<file path="config.mk">
export PLATFORM = sky130hd
export DESIGN_NAME = ps2_key_gen
export DESIGN_NICKNAME = d
export VERILOG_FILES = /design/src/rtl/ps2_pkg.sv /design/src/rtl/ps2_line_filter.sv /design/src/rtl/ps2_key_gen.sv
export SDC_FILE = /design/constraint.sdc
export NUM_CORES = 1
export LEC_CHECK = 0
export ABC_AREA = 1
export BUFFER_PORTS_ARGS = -buffer_cell sky130_fd_sc_hd__buf_2
export CORE_MARGIN = 2
export CORE_UTILIZATION = 23
export CTS_BUF_LIST = sky130_fd_sc_hd__clkbuf_2 sky130_fd_sc_hd__clkbuf_4 sky130_fd_sc_hd__clkbuf_8
export DETAILED_ROUTE_END_ITERATION = 10
export RECOVER_POWER = 50
export SETUP_SLACK_MARGIN = 0.5
export SYNTH_ARGS = -nofsm -noshare
export SYNTH_HDL_FRONTEND = slang
export SYNTH_HIERARCHICAL = 1
export SYNTH_SLANG_ARGS = --single-unit
</file>
<file path="constraint.sdc">
create_clock -name clk_sys -period 4.2 [get_ports clk_sys]
set_input_delay 0.21 -clock clk_sys [delete_from_list [all_inputs] [get_ports clk_sys]]
set_output_delay 0.21 -clock clk_sys [all_outputs]
set_load 0.02 [all_outputs]
</file>
<file path="src/rtl/ps2_pkg.sv">
// Shared constants and types for the PS/2 keyboard event generator.
package ps2_pkg;

    // Prefix bytes that modify or suppress the following scancode
    localparam logic [7:0] PS2_EXT       = 8'hE0;
    localparam logic [7:0] PS2_BRK       = 8'hF0;
    localparam logic [7:0] PS2_PAUSE     = 8'hE1;
    // Bytes remaining in the Pause sequence after its leading E1
    localparam logic [2:0] PS2_PAUSE_LEN = 3'd7;

    // Field positions inside the 11-bit ps2_key event word
    localparam int KEY_TGL     = 10;
    localparam int KEY_PRS     = 9;
    localparam int KEY_EXT     = 8;
    localparam int KEY_CODE_HI = 7;
    localparam int KEY_CODE_LO = 0;

    typedef enum logic [1:0] {
        IDLE,
        DATA,
        PARITY,
        STOP
    } ps2_state_t;

endpackage

</file>
<file path="src/rtl/ps2_line_filter.sv">
// Synchronizes one asynchronous PS/2 line and debounces it: the output
// follows the input only after FILTER_LEN consecutive identical samples.
module ps2_line_filter #(
    parameter int FILTER_LEN = 8
) (
    input  logic clk_sys,
    input  logic RESET,
    input  logic line_in,
    output logic line_out
);

    localparam int CNT_W = $clog2(FILTER_LEN + 1);

    logic             sync_1;
    logic             sync_2;
    logic [CNT_W-1:0] stable_cnt;

    // 2-FF synchronizer plus run-length counter; idle PS/2 lines are high
    always_ff @(posedge clk_sys) begin
        if (RESET) begin
            sync_1     <= 1'b1;
            sync_2     <= 1'b1;
            line_out   <= 1'b1;
            stable_cnt <= '0;
        end else begin
            sync_1 <= line_in;
            sync_2 <= sync_1;
            if (sync_2 == line_out) begin
                stable_cnt <= '0;
            end else if (stable_cnt == CNT_W'(FILTER_LEN - 1)) begin
                line_out   <= sync_2;
                stable_cnt <= '0;
            end else begin
                stable_cnt <= stable_cnt + CNT_W'(1);
            end
        end
    end

endmodule

</file>
<file path="src/rtl/ps2_key_gen.sv">
// Frames PS/2 keyboard packets, folds E0/F0 prefixes, swallows the Pause
// sequence and publishes one toggle-marked event word per key action.
module ps2_key_gen
    import ps2_pkg::*;
#(
    parameter int FILTER_LEN = 8,
    parameter int TIMEOUT    = 100000
) (
    input  logic        clk_sys,
    input  logic        RESET,
    input  logic        ps2_clk_in,
    input  logic        ps2_data_in,
    output logic [10:0] ps2_key,
    output logic        key_stb,
    output logic        frame_err
);

    localparam int TO_W = $clog2(TIMEOUT + 1);

    logic            clk_filt;
    logic            data_filt;
    logic            clk_filt_q;
    logic            fe;

    ps2_state_t      state;
    logic [2:0]      bit_cnt;
    logic [7:0]      shreg;
    logic            par_bit;
    logic [TO_W-1:0] to_cnt;
    logic            ext;
    logic            brk;
    logic [2:0]      skip;

    ps2_line_filter #(.FILTER_LEN(FILTER_LEN)) u_clk_filter (
        .clk_sys  (clk_sys),
        .RESET    (RESET),
        .line_in  (ps2_clk_in),
        .line_out (clk_filt)
    );

    ps2_line_filter #(.FILTER_LEN(FILTER_LEN)) u_data_filter (
        .clk_sys  (clk_sys),
        .RESET    (RESET),
        .line_in  (ps2_data_in),
        .line_out (data_filt)
    );

    // Delayed filtered clock for falling-edge detection
    always_ff @(posedge clk_sys) begin
        if (RESET) clk_filt_q <= 1'b1;
        else       clk_filt_q <= clk_filt;
    end

    assign fe = clk_filt_q & ~clk_filt;

    // Frame FSM, timeout watchdog and prefix/event logic with registered outputs
    always_ff @(posedge clk_sys) begin
        if (RESET) begin
            state     <= IDLE;
            bit_cnt   <= '0;
            to_cnt    <= '0;
            ext       <= 1'b0;
            brk       <= 1'b0;
            skip      <= '0;
            ps2_key   <= 11'h000;
            key_stb   <= 1'b0;
            frame_err <= 1'b0;
        end else begin
            key_stb   <= 1'b0;
            frame_err <= 1'b0;

            if (state == IDLE || fe) to_cnt <= '0;
            else                     to_cnt <= to_cnt + TO_W'(1);

            if (fe) begin
                unique case (state)
                    IDLE: begin
                        // A high data line at a clock edge is not a start bit
                        if (!data_filt) begin
                            state   <= DATA;
                            bit_cnt <= '0;
                        end
                    end
                    DATA: begin
                        shreg   <= {data_filt, shreg[7:1]};
                        bit_cnt <= bit_cnt + 3'd1;
                        if (bit_cnt == 3'd7) state <= PARITY;
                    end
                    PARITY: begin
                        par_bit <= data_filt;
                        state   <= STOP;
                    end
                    STOP: begin
                        state <= IDLE;
                        if (data_filt && (^{shreg, par_bit})) begin
                            if (skip != 3'd0) begin
                                skip <= skip - 3'd1;
                            end else if (shreg == PS2_PAUSE) begin
                                skip <= PS2_PAUSE_LEN;
                                ext  <= 1'b0;
                                brk  <= 1'b0;
                            end else if (shreg == PS2_EXT) begin
                                ext <= 1'b1;
                            end else if (shreg == PS2_BRK) begin
                                brk <= 1'b1;
                            end else begin
                                ps2_key[KEY_TGL]                 <= ~ps2_key[KEY_TGL];
                                ps2_key[KEY_PRS]                 <= ~brk;
                                ps2_key[KEY_EXT]                 <= ext;
                                ps2_key[KEY_CODE_HI:KEY_CODE_LO] <= shreg;
                                key_stb                          <= 1'b1;
                                ext                              <= 1'b0;
                                brk                              <= 1'b0;
                            end
                        end else begin
                            frame_err <= 1'b1;
                            ext       <= 1'b0;
                            brk       <= 1'b0;
                            skip      <= '0;
                        end
                    end
                    default: state <= IDLE;
                endcase
            end else if (state != IDLE && to_cnt == TO_W'(TIMEOUT - 1)) begin
                // Keyboard stopped clocking mid-frame: abandon it
                state     <= IDLE;
                frame_err <= 1'b1;
                ext       <= 1'b0;
                brk       <= 1'b0;
            end
        end
    end

endmodule

</file>
==> results of run 1 <==
==> metrics by stage <==
| step | worst slack [ns] | power (mW) | instances | util (%) | area (µm²) |
|---|---|---|---|---|---|
| 2_1_floorplan | 2.56 | 0.643 | 362 | - | 2880 |
| 3_3_place_gp | 2.06 | 0.647 | 540 | 25.9 | 3140 |
| 3_5_place_dp | 1.97 | 0.648 | 540 | 25.9 | 3140 |
| 4_1_cts | 1.96 | 1.28 | 556 | 27.8 | 3370 |
| 5_1_grt | 1.68 | 1.31 | 556 | 27.6 | 3340 |
| 6_report | 2.01 | 1.26 | 556 | 27.6 | 3340 |
==> how the worst min path moves through the flow <==
stage | slack (ns) | from | end
detailed placement | 0.39 | ps2_clk_in | u_clk_filter/sync_1$_SDFF_PP1_
global placement | 0.39 | u_data_filter/sync_1$_SDFF_PP1_ | u_data_filter/sync_2$_SDFF_PP1_
CTS | 0.03 | ps2_clk_in | u_clk_filter/sync_1$_SDFF_PP1_
finish | 0.04 | ps2_clk_in | u_clk_filter/sync_1$_SDFF_PP1_
global route | 0.03 | ps2_clk_in | u_clk_filter/sync_1$_SDFF_PP1_
floorplan | 0.31 | ps2_clk_in | u_clk_filter/sync_1$_SDFF_PP1_
==> kinds of logic (layout without fill, tap and decap cells) <==
logic type               Yosys count  after routing  synth area share [%]
AND/OR/NAND/NOR                  178            178                  28.8
flip-flops                        64             64                  47.5
buffers and inverters             55             81                  7.68
AO/OA/AOI/OAI                     47             47                  9.07
adder cells (fa/ha/maj)           11             11                  4.77
XOR/XNOR                           7              7                  2.13
==> registers in the layout, summed over array words and instances (netlist names), 2 cells and up <==
register / count
skip: 3
ps2_key: 11
to_cnt: 17
shreg: 8
u_clk_filter/stable_cnt: 4
u_data_filter/stable_cnt: 4
bit_cnt: 3
state: 2
==> report_power, final <==
| group | switching (mW) | total, mW | internal, mW |
|---|---|---|---|
| Clock | 0.242 | 0.631 | 0.389 |
| Sequential | 0.00126 | 0.622 | 0.621 |
| Combinational | 0.00726 | 0.0109 | 0.00367 |
| Total | 0.250 | 1.26 | 1.01 |
==> metal layers <==
metal	part of all wire [%]	vias up	GRT usage, %	routed length [µm]
li1	-	1221	-	-
met1	46	1075	9.66	2510
met2	48	27	15.2	2650
met3	3.2	12	2.82	176
met4	2.7	0	5.16	148
met5	0	-	0	0
==> cells in the final DEF (no fill, tap or decap), types with 2 or more instances in the layout <==
master	count
sky130_fd_sc_hd__a21oi_1	25
sky130_fd_sc_hd__nand2_1	73
sky130_fd_sc_hd__buf_2	2
sky130_fd_sc_hd__nor2_1	35
sky130_fd_sc_hd__o21ai_0	15
sky130_fd_sc_hd__clkbuf_8	9
sky130_fd_sc_hd__nand2_2	4
sky130_fd_sc_hd__nor2_4	2
sky130_fd_sc_hd__edfxtp_1	9
sky130_fd_sc_hd__nand3b_1	2
sky130_fd_sc_hd__ha_1	11
sky130_fd_sc_hd__nor3_1	4
sky130_fd_sc_hd__xnor2_1	4
sky130_fd_sc_hd__or2_2	4
sky130_fd_sc_hd__nand4_1	12
sky130_fd_sc_hd__clkbuf_1	14
sky130_fd_sc_hd__inv_1	49
sky130_fd_sc_hd__nor2_2	7
sky130_fd_sc_hd__dfxtp_1	55
sky130_fd_sc_hd__xor2_1	3
sky130_fd_sc_hd__nand3_1	32
sky130_fd_sc_hd__bufinv_16	3
sky130_fd_sc_hd__clkinv_1	2
==> layout make-up <==
cell class / instances / area, µm² / area share (%)
Inverter: 49 / 184 / 5.50
Multi-Input combinational cell: 243 / 1280 / 38.3
Clock buffer: 9 / 124 / 3.71
Tap cell: 168 / 210 / 6.29
Timing Repair Buffer: 16 / 62.6 / 1.87
Clock inverter: 7 / 110 / 3.29
Sequential cell: 64 / 1370 / 41.0
==> results.md, run 1 <==
| Result | This run | Unit |
|:---|:---|:---|
| Status | finished clean | - |
| Final wirelength | 5480 | µm |
| Sort of element at the start of the critical path | flop | - |
| Total DRC errors in the routed layout | 0 | - |
| Setup TNS | 0 | ns |
| Estimated wirelength of the detail-placed design | 3980 | µm |
| Fill cell total of the finished layout | 1338 | - |
| Max_cap viols | 0 | - |
| First-pass GRT wire length | 9450 | µm |
| Cell family contributing the most delay on the critical path | simple AND/OR/NAND/NOR gates | - |
| Setup slack on the worst flop-to-flop path | 2.01 | ns |
| Most frequently used cell type in the post-synthesis netlist | sky130_fd_sc_hd__nand2_1 | - |
| Transition at the pin with the smallest max-transition slack | 1.23 | ns |
| Buffers added on ports | 16 | - |
| Dominant cells by area after synthesis | sky130_fd_sc_hd__dfxtp_1 38%, sky130_fd_sc_hd__nand2_1 9.5%, sky130_fd_sc_hd__edfxtp_1 9.4% | - |
| Cell occurring most often along the worst timing path | sky130_fd_sc_hd__inv_1 | - |
| Synthesis warning total | 6 | - |
| Nets | 398 | - |
| Residual antenna-violating net count after detailed routing | 0 | - |
| Antenna diode count | 0 | - |
| Delay of the slowest cell on the worst path | 0.74 | ns |
| Worst hold path cell count | 2 | - |
| Routed vias/inst | 4.20 | - |
| Overall die area | 13500 | µm² |
| Peak clock frequency supported by timing | 456 | MHz |
| Leakage dissipation | 1.22 | nW |
| P per Cell Area | 378 | nW/µm² |
| Floorplan die width | 116 | µm |
| Largest vdd supply drop | 122 | µV |
| Period utilisation layout | 52.2 | % |
| Initial core utilization | 23.8 | % |
| Total stage count of the critical path | 6 | - |
| Placeable core region | 12100 | µm² |
| Clock sinks | 64 | - |
| Global route overflow | 0 | - |
| RSZ-0062 raised after global routing | false | - |
| Cell area after technology mapping | 2880 | µm² |
| Via count of the first global-routing pass | 2304 | - |
| Routability congestion estimate from global placement | 0.801 | - |
| Vert. Die Dim | 116 | µm |
| Number of antenna violations at the first check in global routing | 0 | - |
| Arrival time at the worst endpoint | 2.46 | ns |
| Flop and latch count out of synthesis | 64 | - |
| Count of buffering cells on the critical path with inverters included | 3 | - |
| Clock period minus final worst setup slack | 2.19 | ns |
| Count of instances resized after the clock tree is built | 0 | - |
| TritonCTS clock tree | yes | - |
| CP Capture Point | to_cnt[14]$_SDFF_PP0_ | - |
| Total routing usage reported by global routing | 8.87 | % |
| Area share of the leading cell type in the synthesized netlist | 38.2 | % |
| Terminus of the critical flop-to-flop path | to_cnt[14]$_SDFF_PP0_ | - |
| Maximum number of pins on one net before global-route repair | 29 | - |
| Final setup vio count | 0 | - |
| Iteration count of the initial detailed-routing pass | 4 | - |
| Number of cells produced by synthesis | 362 | - |
| Root buffer cell | sky130_fd_sc_hd__clkbuf_8 | - |
| Clk slew on worst S/H paths | 0.07 | ns |
| Count of different cell masters after synthesis | 32 | - |
| CP Cell Sequence | inv_1 > nand2_1 > inv_1 > nor3_1 > inv_1 > a221oi_2 | - |
| Final number of hold-violating endpoints | 0 | - |
| Number of nets produced by synthesis | 377 | - |
| Cell with the largest stage delay on the worst path | sky130_fd_sc_hd__nor3_1 | - |
| Standard-cell rows | 40 | - |
| Setup CP Type | flop to flop | - |
| Fraction of final layout cells sized beyond drive strength 1 | 9.28 | % |
| Most frequent cells after synthesis | 73 x sky130_fd_sc_hd__nand2_1, 55 x sky130_fd_sc_hd__dfxtp_1, 49 x sky130_fd_sc_hd__inv_1 | - |
| Area growth, synth to finish | 15.9 | % |
| Setup bufs post-CTS | 0 | - |
| Total vias in the final route | 2335 | - |
| Total number of H-tree levels | 3 | - |
| Data required, critical path | 4.46 | ns |
| IO Pins | 17 | - |
| Fin Clk Skew | 0.00966 | ns |
| Detailed router's first-iteration violation count | 95 | - |
| CTS buffer count | 9 | - |
| Top_reg_cell synth | sky130_fd_sc_hd__dfxtp_1 | - |
| Wirelength per Cell | 9.85 | µm |
| Bufs on Longest Clock Path | 2 | - |
| Share of synthesized area occupied by flip-flops and latches | 47.5 | % |
| Later-pin clock latency in the skew report | 0.35 | ns |
| Worst-path maximum fanout | 11 | - |
| Number of enable flip-flop cells after synthesis | 9 | - |
| Final number of max-transition violations | 0 | - |
| Dominant cell type by area after synthesis | sky130_fd_sc_hd__dfxtp_1 | - |
| Path type of the worst min-delay path | input port to flop | - |
| Reg-to-reg startpoint | u_clk_filter/line_out$_SDFFE_PP1P_ | - |
| Number of cells on the worst reg-to-reg path | 6 | - |
| Critical Path End Type | flop | - |
| Hold-fix buffers at CTS | 0 | - |
| Hold Worst Slack | 0.0423 | ns |
| Average cell area after synthesis | 7.97 | µm² |
| Max-slew headroom | 17.9 | % |
| Worst setup path startpoint | u_clk_filter/line_out$_SDFFE_PP1P_ | - |
| Proportion of register bits with asynchronous set or reset after synthesis | 0 | % |
Note: power is estimated with default switching activity, not from simulation.
==> run 2, diff against run 1 <==
--- a/config.mk
+++ b/config.mk
@@ -5,7 +5,7 @@
 export SDC_FILE = /design/constraint.sdc
 export NUM_CORES = 1
 export LEC_CHECK = 0
-export ABC_AREA = 1
+export ABC_AREA = 0
 export BUFFER_PORTS_ARGS = -buffer_cell sky130_fd_sc_hd__buf_2
 export CORE_MARGIN = 2
 export CORE_UTILIZATION = 23
==> constraint.sdc (replaced) <==
create_clock -name clk_sys -period 1.9 [get_ports clk_sys]
set_input_delay 0.095 -clock clk_sys [delete_from_list [all_inputs] [get_ports clk_sys]]
set_output_delay 0.095 -clock clk_sys [all_outputs]
set_load 0.02 [all_outputs]
==> run 2 against run 1 <==
The run now ends with negative setup slack left; global-route usage is 1.0 points higher; clock power is 82% higher; register-to-register slack worse by 2.1 ns; worst setup slack worse by 2.1 ns; clock-buffer cell count is 1 higher; critical path depth is 1 higher; largest cell class is now multi-input combinational cells.
==> results.md, run 2 <==
| Result | This run | Unit | vs previous |
|:---|:---|:---|:---|
| Post-route cell area | 3840 | µm² | +15% |
| Flip-flop and latch area | 1390 | µm² | +1.2% |
| Number of antenna violations at the first check in global routing | 0 | - | unchanged |
| Estimated wirelength of the detail-placed design | 4180 | µm | +5.1% |
| Placement Setup Slack | -0.109 | ns | -2.08 ns |
| Cell area after technology mapping | 2870 | µm² | -0.56% |
| Flop and latch count out of synthesis | 64 | - | unchanged |
| Fraction of final layout cells sized beyond drive strength 1 | 28.9 | % | +20 points |
| Max-slew headroom | 51.3 | % | +33 points |
| Floorplan die width | 116 | µm | -0.28% |
| Final number of hold-violating endpoints | 0 | - | unchanged |
| Cell with the largest stage delay on the worst path | sky130_fd_sc_hd__xnor3_2 | - |  |
| Reg-to-reg startpoint | shreg[4]$_DFFE_PP_ | - |  |
| Total number of H-tree levels | 3 | - | unchanged |
| Placeable core region | 12100 | µm² | unchanged |
| CTS buffer count | 9 | - | unchanged |
| Cell occurring most often along the worst timing path | sky130_fd_sc_hd__buf_6 | - |  |
| Routability congestion estimate from global placement | 0.796 | - | -0.61% |
| Worst-path maximum fanout | 7 | - | -4 |
| TritonCTS clock tree | yes | - |  |
| Final wirelength | 6410 | µm | +17% |
| Wirelength per Cell | 12.2 | µm | +24% |
| Most common cell after layout, fill and taps aside | sky130_fd_sc_hd__dfxtp_1 | - |  |
| Setup CP Type | flop to flop | - |  |
| Clk slew on worst S/H paths | 0.07 | ns | about the same |
| Antenna diode count | 0 | - | unchanged |
| Area growth, synth to finish | 34.1 | % |  |
| Failing checks | negative setup slack | - |  |
| Top flop regs | to_cnt x17, ps2_key x11, shreg x8 | - |  |
| Synthesis warning total | 6 | - | unchanged |
| Highest-count cells in the layout ignoring fill and taps | 44 x sky130_fd_sc_hd__dfxtp_1, 33 x sky130_fd_sc_hd__nor2_1, 23 x sky130_fd_sc_hd__buf_4, 19 x sky130_fd_sc_hd__nand4_1, 19 x sky130_fd_sc_hd__a21oi_1 | - |  |
| Setup TNS | -0.120 | ns | -0.120 ns |
| Root buffer cell | sky130_fd_sc_hd__clkbuf_8 | - |  |
| First-pass GRT wire length | 10600 | µm | +12% |
| Later-pin clock latency in the skew report | 0.35 | ns | about the same |
| Proportion of register bits with asynchronous set or reset after synthesis | 0 | % | unchanged |
| Sort of element at the start of the critical path | flop | - |  |
| Transition at the pin with the smallest max-transition slack | 0.730 | ns | -0.501 ns |
| Total routing usage reported by global routing | 9.91 | % | +1.0 points |
| Most frequent cells after synthesis | 55 x sky130_fd_sc_hd__dfxtp_1, 36 x sky130_fd_sc_hd__nor2_1, 20 x sky130_fd_sc_hd__a21oi_1 | - |  |
| Area share of the leading cell type in the synthesized netlist | 38.4 | % | +0.22 points |
| Maximum number of pins on one net before global-route repair | 25 | - | -14% |
| Number of cells on the worst reg-to-reg path | 7 | - | +1 |
| Critical Path End Type | flop | - |  |
| Leakage dissipation | 1.34 | nW | +9.9% |
| Number of nets produced by synthesis | 315 | - | -16% |
| Global route overflow | 0 | - | unchanged |
| Peak clock frequency supported by timing | 512 | MHz | +12% |
| Delay of the slowest cell on the worst path | 0.51 | ns | -0.23 ns |
| P per Cell Area | 665 | nW/µm² | +76% |
| Bufs on Longest Clock Path | 2 | - | unchanged |
| Initial core utilization | 23.7 | % | -0.13 points |
| Buffers added on ports | 16 | - | unchanged |
| Dominant cells by area after synthesis | sky130_fd_sc_hd__dfxtp_1 38%, sky130_fd_sc_hd__edfxtp_1 9.4%, sky130_fd_sc_hd__ha_1 4.8% | - |  |
| Standard-cell rows | 40 | - | unchanged |
| Vert. Die Dim | 116 | µm | -0.28% |
| Fill cell total of the finished layout | 1278 | - | -4.5% |
| Dominant cell type by area after synthesis | sky130_fd_sc_hd__dfxtp_1 | - |  |
| Nets | 367 | - | -7.8% |
| Arrival time at the worst endpoint | 2.22 | ns | -0.24 ns |
| Non-filler cells in the finished layout | 525 | - | -5.6% |
| Count of different cell masters after synthesis | 44 | - | +38% |
| Share of synthesized area occupied by flip-flops and latches | 47.8 | % | +0.27 points |
| Final number of max-transition violations | 0 | - | unchanged |
| Top_reg_cell synth | sky130_fd_sc_hd__dfxtp_1 | - |  |
| Max reg flops | 17 | - | unchanged |
| Routed vias/inst | 4.47 | - | +6.4% |
| Data required, critical path | 2.16 | ns | -2.30 ns |
| CP Capture Point | skip[0]$_SDFFE_PP0P_ | - |  |
| Register containing the most flip-flops in the final layout | to_cnt | - |  |
| Number of placed instances, taps included | 494 | - | -8.5% |
| IO Pins | 17 | - | unchanged |
| Instance area at placement | 3310 | µm² | +5.4% |
| Number of enable flip-flop cells after synthesis | 9 | - | unchanged |
| Setup WS post-layout | -0.0541 | ns | -2.06 ns |
| Max_cap viols | 0 | - | unchanged |
| Status | finished with violations | - |  |
| CP Cell Sequence | xnor2_1 > xnor3_2 > buf_6 > xnor2_4 > buf_6 > a31oi_4 > o31ai_2 | - |  |
| Terminus of the critical flop-to-flop path | skip[0]$_SDFFE_PP0P_ | - |  |
| Most frequently used cell type in the post-synthesis netlist | sky130_fd_sc_hd__dfxtp_1 | - |  |
| Clock period minus final worst setup slack | 1.95 | ns | -0.239 ns |
| Via count of the first global-routing pass | 2373 | - | +3.0% |
| Overall die area | 13400 | µm² | -0.55% |
| Area used by multi-input combinational logic | 1650 | µm² | +29% |
| Largest vdd supply drop | 244 | µV | +100% |
| Number of cells produced by synthesis | 300 | - | -17% |
| Iteration count of the initial detailed-routing pass | 4 | - | unchanged |
| Path type of the worst min-delay path | input port to flop | - |  |
| Average cell area after synthesis | 9.56 | µm² | +20% |
| Clock sinks | 64 | - | unchanged |
| Worst setup path startpoint | shreg[4]$_DFFE_PP_ | - |  |
| Period utilisation layout | 103 | % | +51 points |
| Total DRC errors in the routed layout | 0 | - | unchanged |
| Total vias in the final route | 2345 | - | +0.43% |
| Fin Clk Skew | 0.0136 | ns | +0.00398 ns |
| Setup slack on the worst flop-to-flop path | -0.05 | ns | -2.06 ns |
| Detailed router's first-iteration violation count | 100 | - | +5.3% |
| RSZ-0062 raised after global routing | true | - |  |
| Final setup vio count | 7 | - | +7 |
| Residual antenna-violating net count after detailed routing | 0 | - | unchanged |
-- run 2: cell count changes after synthesis, moves of 5 or more --
cell	previous run	this run
sky130_fd_sc_hd__o31ai_1	0	14
sky130_fd_sc_hd__and3_1	0	7
sky130_fd_sc_hd__nor2_2	7	0
sky130_fd_sc_hd__clkbuf_1	3	9
sky130_fd_sc_hd__nand4_1	12	19
sky130_fd_sc_hd__a21oi_1	25	20
sky130_fd_sc_hd__nand3_1	30	11
sky130_fd_sc_hd__o21ai_0	15	7
sky130_fd_sc_hd__nand2_1	73	9
sky130_fd_sc_hd__xor2_1	3	12
sky130_fd_sc_hd__inv_1	49	15
sky130_fd_sc_hd__xnor2_1	4	12
-- run 2: report_power, final --
group | total [mW] | leakage [nW] | switching [mW] | internal [mW]
clock | 1.15 | 0.0955 | 0.538 | 0.613
combinational | 0.0309 | 0.723 | 0.0174 | 0.0135
sequential | 1.37 | 0.524 | 0.00229 | 1.37
total | 2.56 | 1.34 | 0.558 | 2.00
-- run 2: routing by layer --
metal / vias to the layer above / track usage [%] / wire length [µm]
met2: 28 / 17.4 / 3280
li1: 1180 / - / -
met1: 1132 / 11.2 / 2860
met3: 5 / 3.61 / 221
met5: - / 0 / 0
met4: 0 / 3.17 / 46
-- run 2: how the worst min path moves through the flow --
stage	slack, ns	endpoint	start	cells past startpoint
6_report	0.11	u_clk_filter/line_out$_SDFFE_PP1P_	RESET	3
5_1_grt	0.13	u_clk_filter/sync_2$_SDFF_PP1_	RESET	2
4_1_cts	0.11	u_clk_filter/line_out$_SDFFE_PP1P_	RESET	3
3_5_place_dp	0.30	u_clk_filter/sync_1$_SDFF_PP1_	ps2_clk_in	2
3_3_place_gp	0.30	u_data_filter/sync_1$_SDFF_PP1_	ps2_data_in	2
2_1_floorplan	0.19	u_clk_filter/line_out$_SDFFE_PP1P_	RESET	2
-- run 2: cell families after synthesis --
kind of cell / count (synthesis) / synth area share (%)
AO/OA/AOI/OAI: 54 / 12.0
XOR/XNOR: 26 / 8.99
adder cells (fa/ha/maj): 11 / 4.80
buffers and inverters: 26 / 3.49
flip-flops: 64 / 47.8
multiplexers: 3 / 1.05
AND/OR/NAND/NOR: 116 / 21.8
-- run 2: area by class of cell --
type	count	share of cell area (%)
tap	168	5.47
inverter	15	1.46
sequential	64	36.1
clock inverter	6	1.56
multi-input combinational	210	42.9
clock buffer	10	3.42
timing repair buffer	52	9.14
-- run 2: critical path, delay by kind of cell, from the launching register on --
family	cells	cell delay, ns
buffers and inverters	2	0.32
xor gates and xnor gates	3	0.87
AOI/OAI and AO/OA	2	0.28
DFF	1	0.41
-- run 2: repair_timing --
item | in CTS | in global routing
pin swaps | 22 | 7
hold buffers | 2 | 0
resized for setup | 25 | 31
buffers inserted | 9 | 4
hold endpoints to repair | 2 | 0
endpoints found under the setup margin | 46 | 30
-- run 2: stage by stage --
| step | hold WS [ns] | power (mW) | util, % |
|---|---|---|---|
| floorplan | 0.195 | 1.42 | - |
| global placement | 0.295 | 1.43 | 27.3 |
| detailed placement | 0.296 | 1.43 | 27.3 |
| CTS | 0.110 | 2.59 | 30.5 |
| global route | 0.133 | 2.65 | 31.7 |
| finish | 0.113 | 2.56 | 31.7 |
